[src/rtl/mem_stage_sram_ctrl.sv]
// rtl/mem_stage_sram_ctrl.sv - MEM-stage controller: 32-bit loads/stores over a 16-bit async SRAM
// Each word moves as two half-word phases (LOW then HIGH) of WAIT_CYCLES each; o_ready freezes the pipe.
module mem_stage_sram_ctrl #(
   parameter int WORD_WIDTH      = 32,
   parameter int SRAM_DATA_WIDTH = 16,
   parameter int SRAM_ADDR_WIDTH = 18,
   parameter int WAIT_CYCLES     = 2,
   parameter int ADDR_BASE       = 1024
) (
   input  logic                       clk,
   input  logic                       rst,
   input  logic                       i_rd_en,
   input  logic                       i_wr_en,
   input  logic [WORD_WIDTH-1:0]      i_address,
   input  logic [WORD_WIDTH-1:0]      i_write_data,
   output logic [WORD_WIDTH-1:0]      o_read_data,
   output logic                       o_ready,
   output logic [SRAM_ADDR_WIDTH-1:0] o_sram_addr,
   output logic [SRAM_DATA_WIDTH-1:0] o_sram_dq_out,
   input  logic [SRAM_DATA_WIDTH-1:0] i_sram_dq_in,
   output logic                       o_sram_dq_oe,
   output logic                       o_sram_we_n
);

   localparam int HW   = SRAM_DATA_WIDTH;
   localparam int IDXW = SRAM_ADDR_WIDTH - 1;
   localparam logic [3:0] CNT_LOAD = 4'(WAIT_CYCLES - 1);

   typedef enum logic [1:0] {S_IDLE, S_LOW, S_HIGH, S_DONE} state_t;

   state_t                     r_state, w_state_nxt;
   logic [3:0]                 r_cnt, w_cnt_nxt;
   logic                       r_op_wr, w_op_wr_nxt;
   logic [IDXW-1:0]            r_word_idx, w_word_idx_nxt;
   logic [WORD_WIDTH-1:0]      r_wdata, w_wdata_nxt;
   logic [WORD_WIDTH-1:0]      r_read_data, w_read_data_nxt;
   logic [SRAM_ADDR_WIDTH-1:0] r_sram_addr, w_sram_addr_nxt;
   logic [HW-1:0]              r_dq_out, w_dq_out_nxt;
   logic                       r_dq_oe, w_dq_oe_nxt;
   logic                       r_we_n, w_we_n_nxt;

   logic [WORD_WIDTH-1:0]      w_offset;
   logic                       w_req;
   logic                       w_unused;

   // Offset wraps modulo 2^WORD_WIDTH, so addresses below ADDR_BASE alias high in the SRAM.
   assign w_offset = i_address - WORD_WIDTH'(ADDR_BASE);
   assign w_req    = i_rd_en | i_wr_en;
   assign w_unused = ^{w_offset[WORD_WIDTH-1:SRAM_ADDR_WIDTH+1], w_offset[1:0]};

   always_ff @(posedge clk or posedge rst) begin
      if (rst) begin
         r_state     <= S_IDLE;
         r_cnt       <= '0;
         r_op_wr     <= 1'b0;
         r_word_idx  <= '0;
         r_wdata     <= '0;
         r_read_data <= '0;
         r_sram_addr <= '0;
         r_dq_out    <= '0;
         r_dq_oe     <= 1'b0;
         r_we_n      <= 1'b1;
      end else begin
         r_state     <= w_state_nxt;
         r_cnt       <= w_cnt_nxt;
         r_op_wr     <= w_op_wr_nxt;
         r_word_idx  <= w_word_idx_nxt;
         r_wdata     <= w_wdata_nxt;
         r_read_data <= w_read_data_nxt;
         r_sram_addr <= w_sram_addr_nxt;
         r_dq_out    <= w_dq_out_nxt;
         r_dq_oe     <= w_dq_oe_nxt;
         r_we_n      <= w_we_n_nxt;
      end
   end

   // Strobe values are computed for the state being entered, so they register in with it.
   always_comb begin
      w_state_nxt     = r_state;
      w_cnt_nxt       = r_cnt;
      w_op_wr_nxt     = r_op_wr;
      w_word_idx_nxt  = r_word_idx;
      w_wdata_nxt     = r_wdata;
      w_read_data_nxt = r_read_data;
      w_sram_addr_nxt = r_sram_addr;
      w_dq_out_nxt    = r_dq_out;
      w_dq_oe_nxt     = 1'b0;
      w_we_n_nxt      = 1'b1;
      case (r_state)
         S_IDLE: begin
            if (w_req) begin
               w_op_wr_nxt     = i_wr_en;
               w_word_idx_nxt  = w_offset[SRAM_ADDR_WIDTH:2];
               w_wdata_nxt     = i_write_data;
               w_cnt_nxt       = CNT_LOAD;
               w_state_nxt     = S_LOW;
               w_sram_addr_nxt = {w_offset[SRAM_ADDR_WIDTH:2], 1'b0};
               if (i_wr_en) w_dq_out_nxt = i_write_data[HW-1:0];
               w_dq_oe_nxt     = i_wr_en;
               w_we_n_nxt      = ~i_wr_en;
            end
         end
         S_LOW: begin
            w_dq_oe_nxt = r_op_wr;
            w_we_n_nxt  = ~r_op_wr;
            if (r_cnt == 4'd0) begin
               if (!r_op_wr) w_read_data_nxt[HW-1:0] = i_sram_dq_in;
               w_cnt_nxt       = CNT_LOAD;
               w_state_nxt     = S_HIGH;
               w_sram_addr_nxt = {r_word_idx, 1'b1};
               if (r_op_wr) w_dq_out_nxt = r_wdata[WORD_WIDTH-1:HW];
            end else begin
               w_cnt_nxt = r_cnt - 4'd1;
            end
         end
         S_HIGH: begin
            if (r_cnt == 4'd0) begin
               if (!r_op_wr) w_read_data_nxt[WORD_WIDTH-1:HW] = i_sram_dq_in;
               w_state_nxt = S_DONE;
            end else begin
               w_cnt_nxt   = r_cnt - 4'd1;
               w_dq_oe_nxt = r_op_wr;
               w_we_n_nxt  = ~r_op_wr;
            end
         end
         S_DONE: begin
            // Requests seen here belong to the instruction completing now.
            w_state_nxt = S_IDLE;
         end
         default: w_state_nxt = S_IDLE;
      endcase
   end

   assign o_ready       = ((r_state == S_IDLE) && !w_req) || (r_state == S_DONE);
   assign o_read_data   = r_read_data;
   assign o_sram_addr   = r_sram_addr;
   assign o_sram_dq_out = r_dq_out;
   assign o_sram_dq_oe  = r_dq_oe;
   assign o_sram_we_n   = r_we_n;

endmodule

[config.mk]
export PLATFORM = sky130hd
export DESIGN_NAME = mem_stage_sram_ctrl
export DESIGN_NICKNAME = d
export VERILOG_FILES = /design/src/rtl/mem_stage_sram_ctrl.sv
export SDC_FILE = /design/constraint.sdc
export NUM_CORES = 1
export LEC_CHECK = 0
export BUFFER_PORTS_ARGS = -buffer_cell sky130_fd_sc_hd__buf_2
export CORE_MARGIN = 5
export CORE_UTILIZATION = 30
export CTS_CLUSTER_SIZE = 20
export DETAILED_ROUTE_END_ITERATION = 6
export SYNTH_ARGS = -nofsm -noshare
export SYNTH_HDL_FRONTEND = slang
export SYNTH_SLANG_ARGS = --single-unit
export TNS_END_PERCENT = 20
[constraint.sdc]
create_clock -name clk -period 5.75 [get_ports clk]
set_input_delay 0 -clock clk [delete_from_list [all_inputs] [get_ports clk]]
set_output_delay 0 -clock clk [all_outputs]
set_load 0.03 [all_outputs]
==> metrics.yaml, run 1 <==
final_cells: 761
drive_gt1_share_pct: 38.2
grt_pass1_vias: 3643
fin_skew_ns: 0.0116
grt.overflow.total: 0
drtIter0Drc: 103
ys_types: 44
postCtsSetupRepairBufs: 0
htreeDepth: 3
p_total_mw: 3.94
rows: 45
port_buffers: 137
multiInputGateArea_sq_mm: 0.00182
fin_ws_ns: 3.12
io_pins: 153
post-route-period-util_pct: 45.8
cts-root-buf: "clkbuf_16"
syn_to_final_growth_pct: 39.8
die_w_um: 134
rrSetupSlack_ns: 3.12
use_met2_pct: 20.5
grt_pass1_wl_um: 18500
ant_nets: 0
status: "finished clean"
crit_path_end_kind: "flip-flop"
coreArea_sq_mm: 0.0151
clock_latency_ns: 0.35
ys_seq_area_share_pct: 58.5
busiest_layer: "met2"
drc: 0
post_drt_wl_per_cell_um: 15.0
initial_core_util_pct: 30.5
max_freq_mhz: 380
crit_arrival_ns: 2.86
final_common_cell: "buf_2"
rsz0062_at_grt: "no"
start_kind: "flip-flop"
fin_area_sq_mm: 0.00646
post_dp_cell_area_sq_mm: 0.00551
grt_util_met1_pct: 16.0
n_antenna_cell: 0
power.ir.vdd_worst_mv: 0.274
met3_usage_pct: 5.63
nNetsFinal: 661
hold_class: "in2reg"
place_inst: 684
whs_ns: 0.0275
grt_start_max_net_pins: 57
max-cap-violations: 0
cts_tree: "built"
synth-seq-cells: 108
numCtsBuffers: 9
netlist_area_sq_mm: 0.00462
final-hold-violation-count: 0
worst_pin_slew_ns: 0.980
vias: 3557
grtUsageTotal_pct: 12.8
cp.required_ns: 5.98
slew_headroom_pct: 34.7
clkSinkCount: 108
avgSynthCellArea_sq_um: 12.4
final_cell_mix: "137 x buf_2, 107 x dfrtp_1, 63 x dlygate4sd3_1, 55 x mux2_2, 29 x nor2_1"
viasPerCell: 4.67
drv_slew: 0
clk_pin_slew_ns: 0.07
place.gp.congestion: 0.783
post-route-min-period_ns: 2.63
path_class: "reg2reg"
drtPass1Iterations: 4
final_util_pct: 42.7
ys_warn_count: 0
synth_flop_cell: "dfrtp_1"
setup_tns_ns: 0
dp_hpwl_um: 7790
powerDensity_mw_per_mm2: 610
die_h_um: 134
finalWirelength_um: 11400
synth_cells: 372
ys_async_sr_fraction_pct: 100
nFillCells: 1406
clockBufferDepth: 2
p_leak_nw: 3.00
post-place-ws_ns: 3.08
regArea_sq_mm: 0.00270
die_area_sq_mm: 0.0180
final-setup-viol-count: 0
synth-edff-count: 0
synth_nets: 463
antenna_found_initial: 1
cp_max_fo: 30
timing repair:
item / 4_1_cts / 5_1_grt
gates resized for setup: 0 / 0
endpoints found under the hold margin: 139 / 0
hold buffers: 63 / 0
state kept, by name (all words and copies together) (netlist names):
name	flops
r_word_idx	17
r_cnt	4
o_sram_addr	18
r_state	2
r_op_wr	1
r_wdata	16
o_sram_we_n	1
o_read_data	32
o_sram_dq_oe	1
o_sram_dq_out	16
critical path, stage by stage, from the launching register on:
cell and delay [ns]:
dfrtp_1 0.41, inv_1 0.10, ha_1 0.34, nor3b_1 0.49, a211o_1 0.83, mux2_4 0.35
where the power goes:
group	total, mW	switching (mW)	internal (mW)	leakage, nW
logic	1.92	1.20	0.720	1.56
clock network	0.670	0.268	0.402	0.158
registers	1.36	0.203	1.15	1.28
final timing paths:
check | to | cells past startpoint | startpoint
setup / recovery | o_sram_addr[12] | 5 | r_state[0]
hold / removal | o_sram_addr[15] | 3 | i_address[16]
setup reg to reg | o_sram_addr[12] | 5 | r_state[0]
hold reg to reg | r_word_idx[11] | 2 | r_word_idx[11]
max in group asynchronous | o_sram_dq_out[1] | 4 | rst
min in group asynchronous | o_sram_dq_out[11] | 3 | rst
synth_stat cells (2+ instances only):
| master | count | area, sq um |
|---|---|---|
| nand3_1 | 3 | 15.0 |
| nor2_1 | 29 | 109 |
| o21ai_0 | 24 | 120 |
| a21o_1 | 3 | 22.5 |
| inv_1 | 9 | 33.8 |
| buf_4 | 2 | 15.0 |
| a22oi_1 | 5 | 37.5 |
| or3_1 | 3 | 18.8 |
| mux2_2 | 55 | 619 |
| a21oi_1 | 20 | 100 |
| o21ai_1 | 2 | 10.0 |
| xor2_1 | 3 | 26.3 |
| dfrtp_1 | 107 | 2680 |
| mux2_1 | 3 | 33.8 |
| ha_1 | 7 | 87.6 |
| clkbuf_1 | 7 | 26.3 |
| nand2_1 | 26 | 97.6 |
| xnor2_1 | 4 | 35.0 |
| buf_2 | 7 | 35.0 |
| nor3b_1 | 4 | 30.0 |
| o22ai_1 | 2 | 12.5 |
| mux2i_1 | 25 | 250 |
final cells by class:
class                           count  share of cell area, %
Sequential cell                   108                   41.8
Multi-Input combinational cell    238                   28.2
Timing Repair Buffer              204                   20.8
Clock buffer                       11                   3.91
Tap cell                          188                   3.64
Clock inverter                      3                   1.06
Inverter                            9                  0.561
logic make-up after synthesis:
logic type	Yosys count	synth area share (%)
xor+xnor	7	1.33
mux	84	19.9
buf+inv	26	2.63
flops	108	58.5
compound gates	63	7.90
simple gates	77	7.90
fa+ha+maj	7	1.89
layer usage:
layer / wire length, um / part of all wire (%) / vias up
met4: 107 / 0.93 / 2
met3: 1020 / 8.9 / 12
li1: - / - / 1700
met5: 13 / 0.11 / -
met2: 5210 / 46 / 136
met1: 5090 / 44 / 1707
Power figures use the tool's default switching activity.
==> run 2, diff against run 1 <==
- clock period: 5.75 -> 2.16 ns (I/O delays scaled with it)
==> run 2 against run 1 <==
Setup slack got worse by 3.0 ns. Total power grew to 2.7 times the previous value. Non-clock buffer count increased by 5. Cell count is 0.79% higher. Critical path depth grew 2. Clock power up 150%. Sequential cell count is the same.
==> metrics.yaml, run 2 (synthesis gave the netlist of run 1 again) <==
final_cell_mix: "137 x buf_2, 107 x dfrtp_1, 64 x dlygate4sd3_1, 55 x mux2_2, 29 x nor2_1"
post-place-ws_ns: 0.0653  # -3.02 ns
cp-startpoint: "r_state[0]"
io_pins: 153  # unchanged
grt_start_max_net_pins: 109  # +91%
viasPerCell: 4.64  # -0.67%
clock_latency_ns: 0.34  # about the same
cpMaxStageDelayCell: "dfrtp_1"
cts-root-buf: "clkbuf_16"
slew_headroom_pct: 26.1  # -8.6 points
final_cells: 767  # +0.79%
htreeDepth: 3  # unchanged
drc: 0  # unchanged
crit_arrival_ns: 2.06  # -0.80 ns
grt.overflow.total: 0  # unchanged
clkSinkCount: 108  # unchanged
die_h_um: 134  # unchanged
post-route-min-period_ns: 2.06
fin_ws_ns: 0.103  # -3.01 ns
final-hold-violation-count: 0  # unchanged
post_drt_wl_per_cell_um: 15.1  # +0.30%
postCtsSetupRepairBufs: 0  # unchanged
n_antenna_cell: 0  # unchanged
post-route-period-util_pct: 95.2
grtUsageTotal_pct: 13.2  # +0.38 points
path_class: "reg2out"
drv_slew: 0  # unchanged
grt_pass1_vias: 3806  # +4.5%
max_stage_delay_ns: 0.41  # -0.42 ns
use_met2_pct: 21.6  # +1.2 points
status: "finished clean"
setup_tns_ns: 0  # unchanged
final-setup-viol-count: 0  # unchanged
initial_core_util_pct: 30.5  # unchanged
drtPass1Iterations: 4  # unchanged
antenna_found_initial: 0  # -1
finalWirelength_um: 11600  # +1.1%
place.gp.congestion: 0.754  # -3.8%
power.ir.vdd_worst_mv: 0.828  # +200%
busiest_layer: "met2"
crit_path_end_kind: "primary output"
vias: 3561  # +0.11%
cts_tree: "built"
ant_nets: 0  # unchanged
drtIter0Drc: 123  # +19%
grt_pass1_wl_um: 19100  # +3.2%
coreArea_sq_mm: 0.0151  # unchanged
cp_max_fo: 8  # -73%
die_w_um: 134  # unchanged
syn_to_final_growth_pct: 41.5
cpMostUsedCell: "inv_1"
numCtsBuffers: 9  # unchanged
grt_util_met1_pct: 15.9  # -0.064 points
met3_usage_pct: 5.29  # -0.34 points
max_freq_mhz: 486
r2r-start: "r_cnt[0]"
fin_skew_ns: 0.0102  # -0.00141 ns
powerDensity_mw_per_mm2: 1610  # +160%
nNetsFinal: 666  # +0.76%
port_buffers: 137  # unchanged
hp-start: "i_address[13]"
final_util_pct: 43.2  # +0.53 points
whs_ns: 0.0177  # -0.00983 ns
worstPathCellList: "inv_1 > ha_2 > nor3b_2 > buf_4 > nor2_1 > inv_1 > buf_2"
place_inst: 688  # +0.58%
start_kind: "flip-flop"
cp.required_ns: 2.16  # -3.82 ns
dp_hpwl_um: 7750  # -0.59%
final_common_cell: "buf_2"
max-cap-violations: 0  # unchanged
clockBufferDepth: 2  # unchanged
p_leak_nw: 3.02  # +0.66%
rows: 45  # unchanged
drive_gt1_share_pct: 39.2  # +0.99 points
worst_pin_slew_ns: 1.10  # +0.124 ns
clk_pin_slew_ns: 0.07  # about the same
hold_class: "in2reg"
largest_reg_flops: 32  # unchanged
die_area_sq_mm: 0.0180  # unchanged
## run 2: cell types whose count changed in the layout (fill, tap and decap cells not counted), moves of 2 or more
| cell | before | now |
|---|---|---|
| buf_12 | 0 | 3 |
| nor3b_1 | 4 | 1 |
| nor3b_2 | 0 | 3 |
| clkbuf_1 | 0 | 2 |
| clkinvlp_4 | 0 | 2 |
| o21ai_0 | 24 | 22 |
| o21ai_1 | 1 | 3 |
## run 2: path summary, 6_finish.rpt
kind / endpoint / slack [ns] / depth (start not counted)
setup / recovery: o_ready / 0.10 / 7
hold / removal: r_word_idx[11] / 0.02 / 3
setup reg to reg: o_read_data[6] / 0.13 / 6
hold reg to reg: o_sram_addr[8] / 0.48 / 2
max in group asynchronous: o_read_data[10] / 1.34 / 4
min in group asynchronous: o_read_data[2] / 0.34 / 4
## run 2: final cells by class
cell class	instances	area (sq um)
fill	1384	8600
sequential	108	2700
multi-input combinational	238	1850
timing repair buffer	209	1430
clock buffer	12	246
tap	188	235
clock inverter	3	46.3
inverter	9	37.5
## run 2: critical path, delay by kind of cell (launching register included)
family	cells	cell delay [ns]
flip-flops	1	0.41
buffers and inverters	4	0.60
AND/OR/NAND/NOR	2	0.45
adder cells (fa/ha/maj)	1	0.25
## run 2: metal layers
layer | routed length [um] | up-vias
met1 | 4960 | 1717
met2 | 5440 | 128
met5 | 0 | -
met3 | 995 | 11
li1 | - | 1705
met4 | 180 | 0
## run 2: repair_timing
action / CTS / global route
hold endpoints to repair: 195 / 0
hold buffers: 64 / 0
setup endpoints to repair: 0 / 20
gates resized for setup: 0 / 9
## run 2: through the flow
stage	instance area, sq um	power [mW]
global route	6540	11.2
finish	6540	10.5
detailed placement	5580	8.77
CTS	6510	10.6
global placement	5580	8.59
floorplan	4630	7.25
## run 2: where the power goes
group,total [mW],internal (mW),leakage (nW),switching [mW]
Sequential,3.60,3.06,1.28,0.540
Combinational,5.26,2.05,1.60,3.21
Clock,1.65,0.930,0.139,0.717
Total,10.5,6.05,3.02,4.46
==> run 3, diff against run 2 <==
- ABC_AREA: default -> 1
==> run 3 against run 2 <==
Clock-buffer cell count shrank 3. Sequential power shrank 1%. Synthesized area grew 7.3%. Non-clock buffer count grew 2. Final area grew 4.0%. Critical endpoint is now o_read_data[18]. Synthesized cell count grew 67%. Largest cell class unchanged.
==> metrics.yaml, run 3 <==
htreeDepth: 3  # unchanged
yosysMostFrequentCell: "nand2_1"
numCtsBuffers: 9  # unchanged
status: "finished clean"
finalWirelength_um: 13400  # +15%
drv_slew: 0  # unchanged
slew_headroom_pct: 64.5  # +38 points
largest_reg_flops: 32  # unchanged
cp_top_family: "simple AND/OR/NAND/NOR gates"
nFillCells: 1660  # +20%
grt_pass1_vias: 4432  # +16%
start_kind: "flip-flop"
final_cell_mix: "296 x nand2_1, 137 x buf_2, 107 x dfrtp_1, 62 x dlygate4sd3_1, 61 x o21ai_0"
ant_nets: 0  # unchanged
final-setup-viol-count: 0  # unchanged
r2r-start: "r_state[0]"
worstPathCellList: "inv_1 > ha_1 > nand3_1 > inv_1 > nand2_2 > nand2_1 > o21ai_0"
clkSinkCount: 108  # unchanged
dp_hpwl_um: 9490  # +22%
ys_warn_count: 0  # unchanged
muxShareOfSynthArea_pct: 0  # -20 points
synth-seq-cells: 108  # unchanged
busiest_layer: "met2"
port_buffers: 137  # unchanged
cts-root-buf: "clkbuf_16"
synthXorXnorAreaFrac_pct: 0.177  # -1.1 points
cts_tree: "built"
hold_class: "in2reg"
final-hold-violation-count: 0  # unchanged
post_drt_wl_per_cell_um: 12.8  # -15%
grt_util_met1_pct: 19.0  # +3.1 points
cpMaxStageDelayCell: "dfrtp_1"
setup_tns_ns: 0  # unchanged
rsz0062_at_grt: "no"
synth_top_family_by_area: "simple AND/OR/NAND/NOR gates"
ys_types: 29  # -34%
initial_core_util_pct: 30.2  # -0.30 points
drive_gt1_share_pct: 21.9  # -17 points
antenna_found_initial: 0  # unchanged
fin_skew_ns: 0.0123  # +0.00211 ns
hold_buffers: 62  # -3.1%
post-route-min-period_ns: 1.87  # -0.188 ns
avgSynthCellArea_sq_um: 7.97  # -36%
postCtsSetupRepairBufs: 0  # unchanged
grt_pass1_wl_um: 22400  # +17%
yosys.area_share.simple_pct: 28.9  # +21 points
synth_nets: 713  # +54%
cts_resized: 0  # unchanged
yosys.area.top_type: "dfrtp_1"
final_common_cell: "nand2_1"
synth-edff-count: 0  # unchanged
powerDensity_mw_per_mm2: 1560  # -2.8%
cp-startpoint: "r_state[0]"
synth_flop_cell: "dfrtp_1"
fin_area_sq_mm: 0.00680  # +4.0%
clk_pin_slew_ns: 0.08  # about the same
synth_area_leaders: "dfrtp_1 54%, nand2_1 22%, o21ai_0 6.2%, inv_1 4.1%, nand3_1 2.1%"
ys_async_sr_fraction_pct: 100  # unchanged
max_freq_mhz: 535  # +10%
drtPass1Iterations: 4  # unchanged
crit_buf_inv: 2  # -2
max_stage_delay_ns: 0.41  # about the same
cpMostUsedCell: "inv_1"
clock_latency_ns: 0.36  # +0.02 ns
synthAdderAreaFrac_pct: 1.77  # -0.13 points
place_inst: 967  # +41%
drc: 0  # unchanged
io_pins: 153  # unchanged
place.gp.congestion: 0.805  # +6.8%
viasPerCell: 4.28  # -7.9%
die_h_um: 139  # +3.3%
drtIter0Drc: 254  # +110%
synth_cells: 622  # +67%
crit_path_end_kind: "flip-flop"
max-cap-violations: 0  # unchanged
synthTopCellsByCount: "296 x nand2_1, 107 x dfrtp_1, 61 x o21ai_0"
cp_max_fo: 32  # +24
power.ir.vdd_worst_mv: 0.679  # -18%
coreArea_sq_mm: 0.0164  # +8.3%
final_cells: 1045  # +36%
vias: 4469  # +25%
use_met2_pct: 22.3  # +0.66 points
clockBufferDepth: 2  # unchanged
rows: 47  # +4.4%
ys_seq_area_share_pct: 54.5  # -4.0 points
synth_top_area_share_pct: 54.0  # -3.9 points
netlist_area_sq_mm: 0.00496  # +7.3%
crit_arrival_ns: 2.09  # +0.03 ns
worst_pin_slew_ns: 0.532  # -0.573 ns
nNetsFinal: 911  # +37%
post_dp_cell_area_sq_mm: 0.00589  # +5.6%
die_w_um: 139  # +3.3%
die_area_sq_mm: 0.0192  # +6.7%
grtUsageTotal_pct: 14.2  # +1.0 points
synth_compound_area_share_pct: 7.34  # -0.56 points
syn_to_final_growth_pct: 37.2
grt.overflow.total: 0  # unchanged
n_antenna_cell: 0  # unchanged
met3_usage_pct: 3.66  # -1.6 points
grt_start_max_net_pins: 33  # -70%
post-route-period-util_pct: 86.5  # -8.7 points
hp-start: "i_address[17]"
cp.required_ns: 2.38  # +0.22 ns
p_leak_nw: 3.76  # +24%
path_class: "reg2reg"
## run 3: through the flow
step,util (%),total power [mW],worst slack [ns],hold WS [ns]
floorplan,-,7.52,0.557,0.109
global placement,35.9,8.91,0.350,0.0730
detailed placement,35.9,8.98,0.286,0.0783
CTS,41.5,10.8,0.297,0.0129
global route,41.5,11.6,0.0756,0.0545
finish,41.5,10.6,0.291,0.0257
## run 3: final cells by class
cell class | instances | area, sq um | share of cell area (%)
sequential | 108 | 2700 | 39.7
multi-input combinational | 433 | 1890 | 27.8
timing repair buffer | 211 | 1420 | 20.9
tap | 220 | 275 | 4.05
clock buffer | 9 | 225 | 3.31
inverter | 57 | 218 | 3.20
clock inverter | 7 | 65.1 | 0.956
## run 3: power breakdown
group	internal, mW	total [mW]	switching (mW)	leakage (nW)
clock network	0.815	1.65	0.836	0.141
registers	3.04	3.55	0.505	1.33
logic	1.63	5.42	3.79	2.29
total	5.49	10.6	5.13	3.76
## run 3: path summary, 6_finish.rpt
kind / slack [ns] / endpoint / cells past startpoint
max in group asynchronous: 1.28 / o_sram_we_n / 4
min in group asynchronous: 0.24 / r_wdata[18] / 3
worst min-delay path: 0.03 / r_word_idx[15] / 5
worst min register to register: 0.47 / o_sram_dq_out[12] / 2
worst max-delay path: 0.29 / o_read_data[18] / 7
worst max register to register: 0.29 / o_read_data[18] / 7
## run 3: worst reg2reg max path, cell delays in order (launching register included)
cell,delay [ns]
dfrtp_1,0.41
inv_1,0.11
ha_1,0.30
nand3_1,0.19
inv_1,0.15
nand2_2,0.31
nand2_1,0.18
o21ai_0,0.10
## run 3: kinds of logic (layout without fill, tap and decap cells)
kind of cell | Yosys count | in the layout
AND/OR/NAND/NOR | 354 | 354
AO/OA/AOI/OAI | 71 | 71
buffers and inverters | 81 | 284
adder cells (fa/ha/maj) | 7 | 7
flip-flops | 108 | 108
XOR/XNOR | 1 | 1
## run 3: metal layers
layer	wire length (um)	vias up
met5	0	-
met4	295	0
met1	6190	2018
met2	6010	131
li1	-	2298
met3	861	22
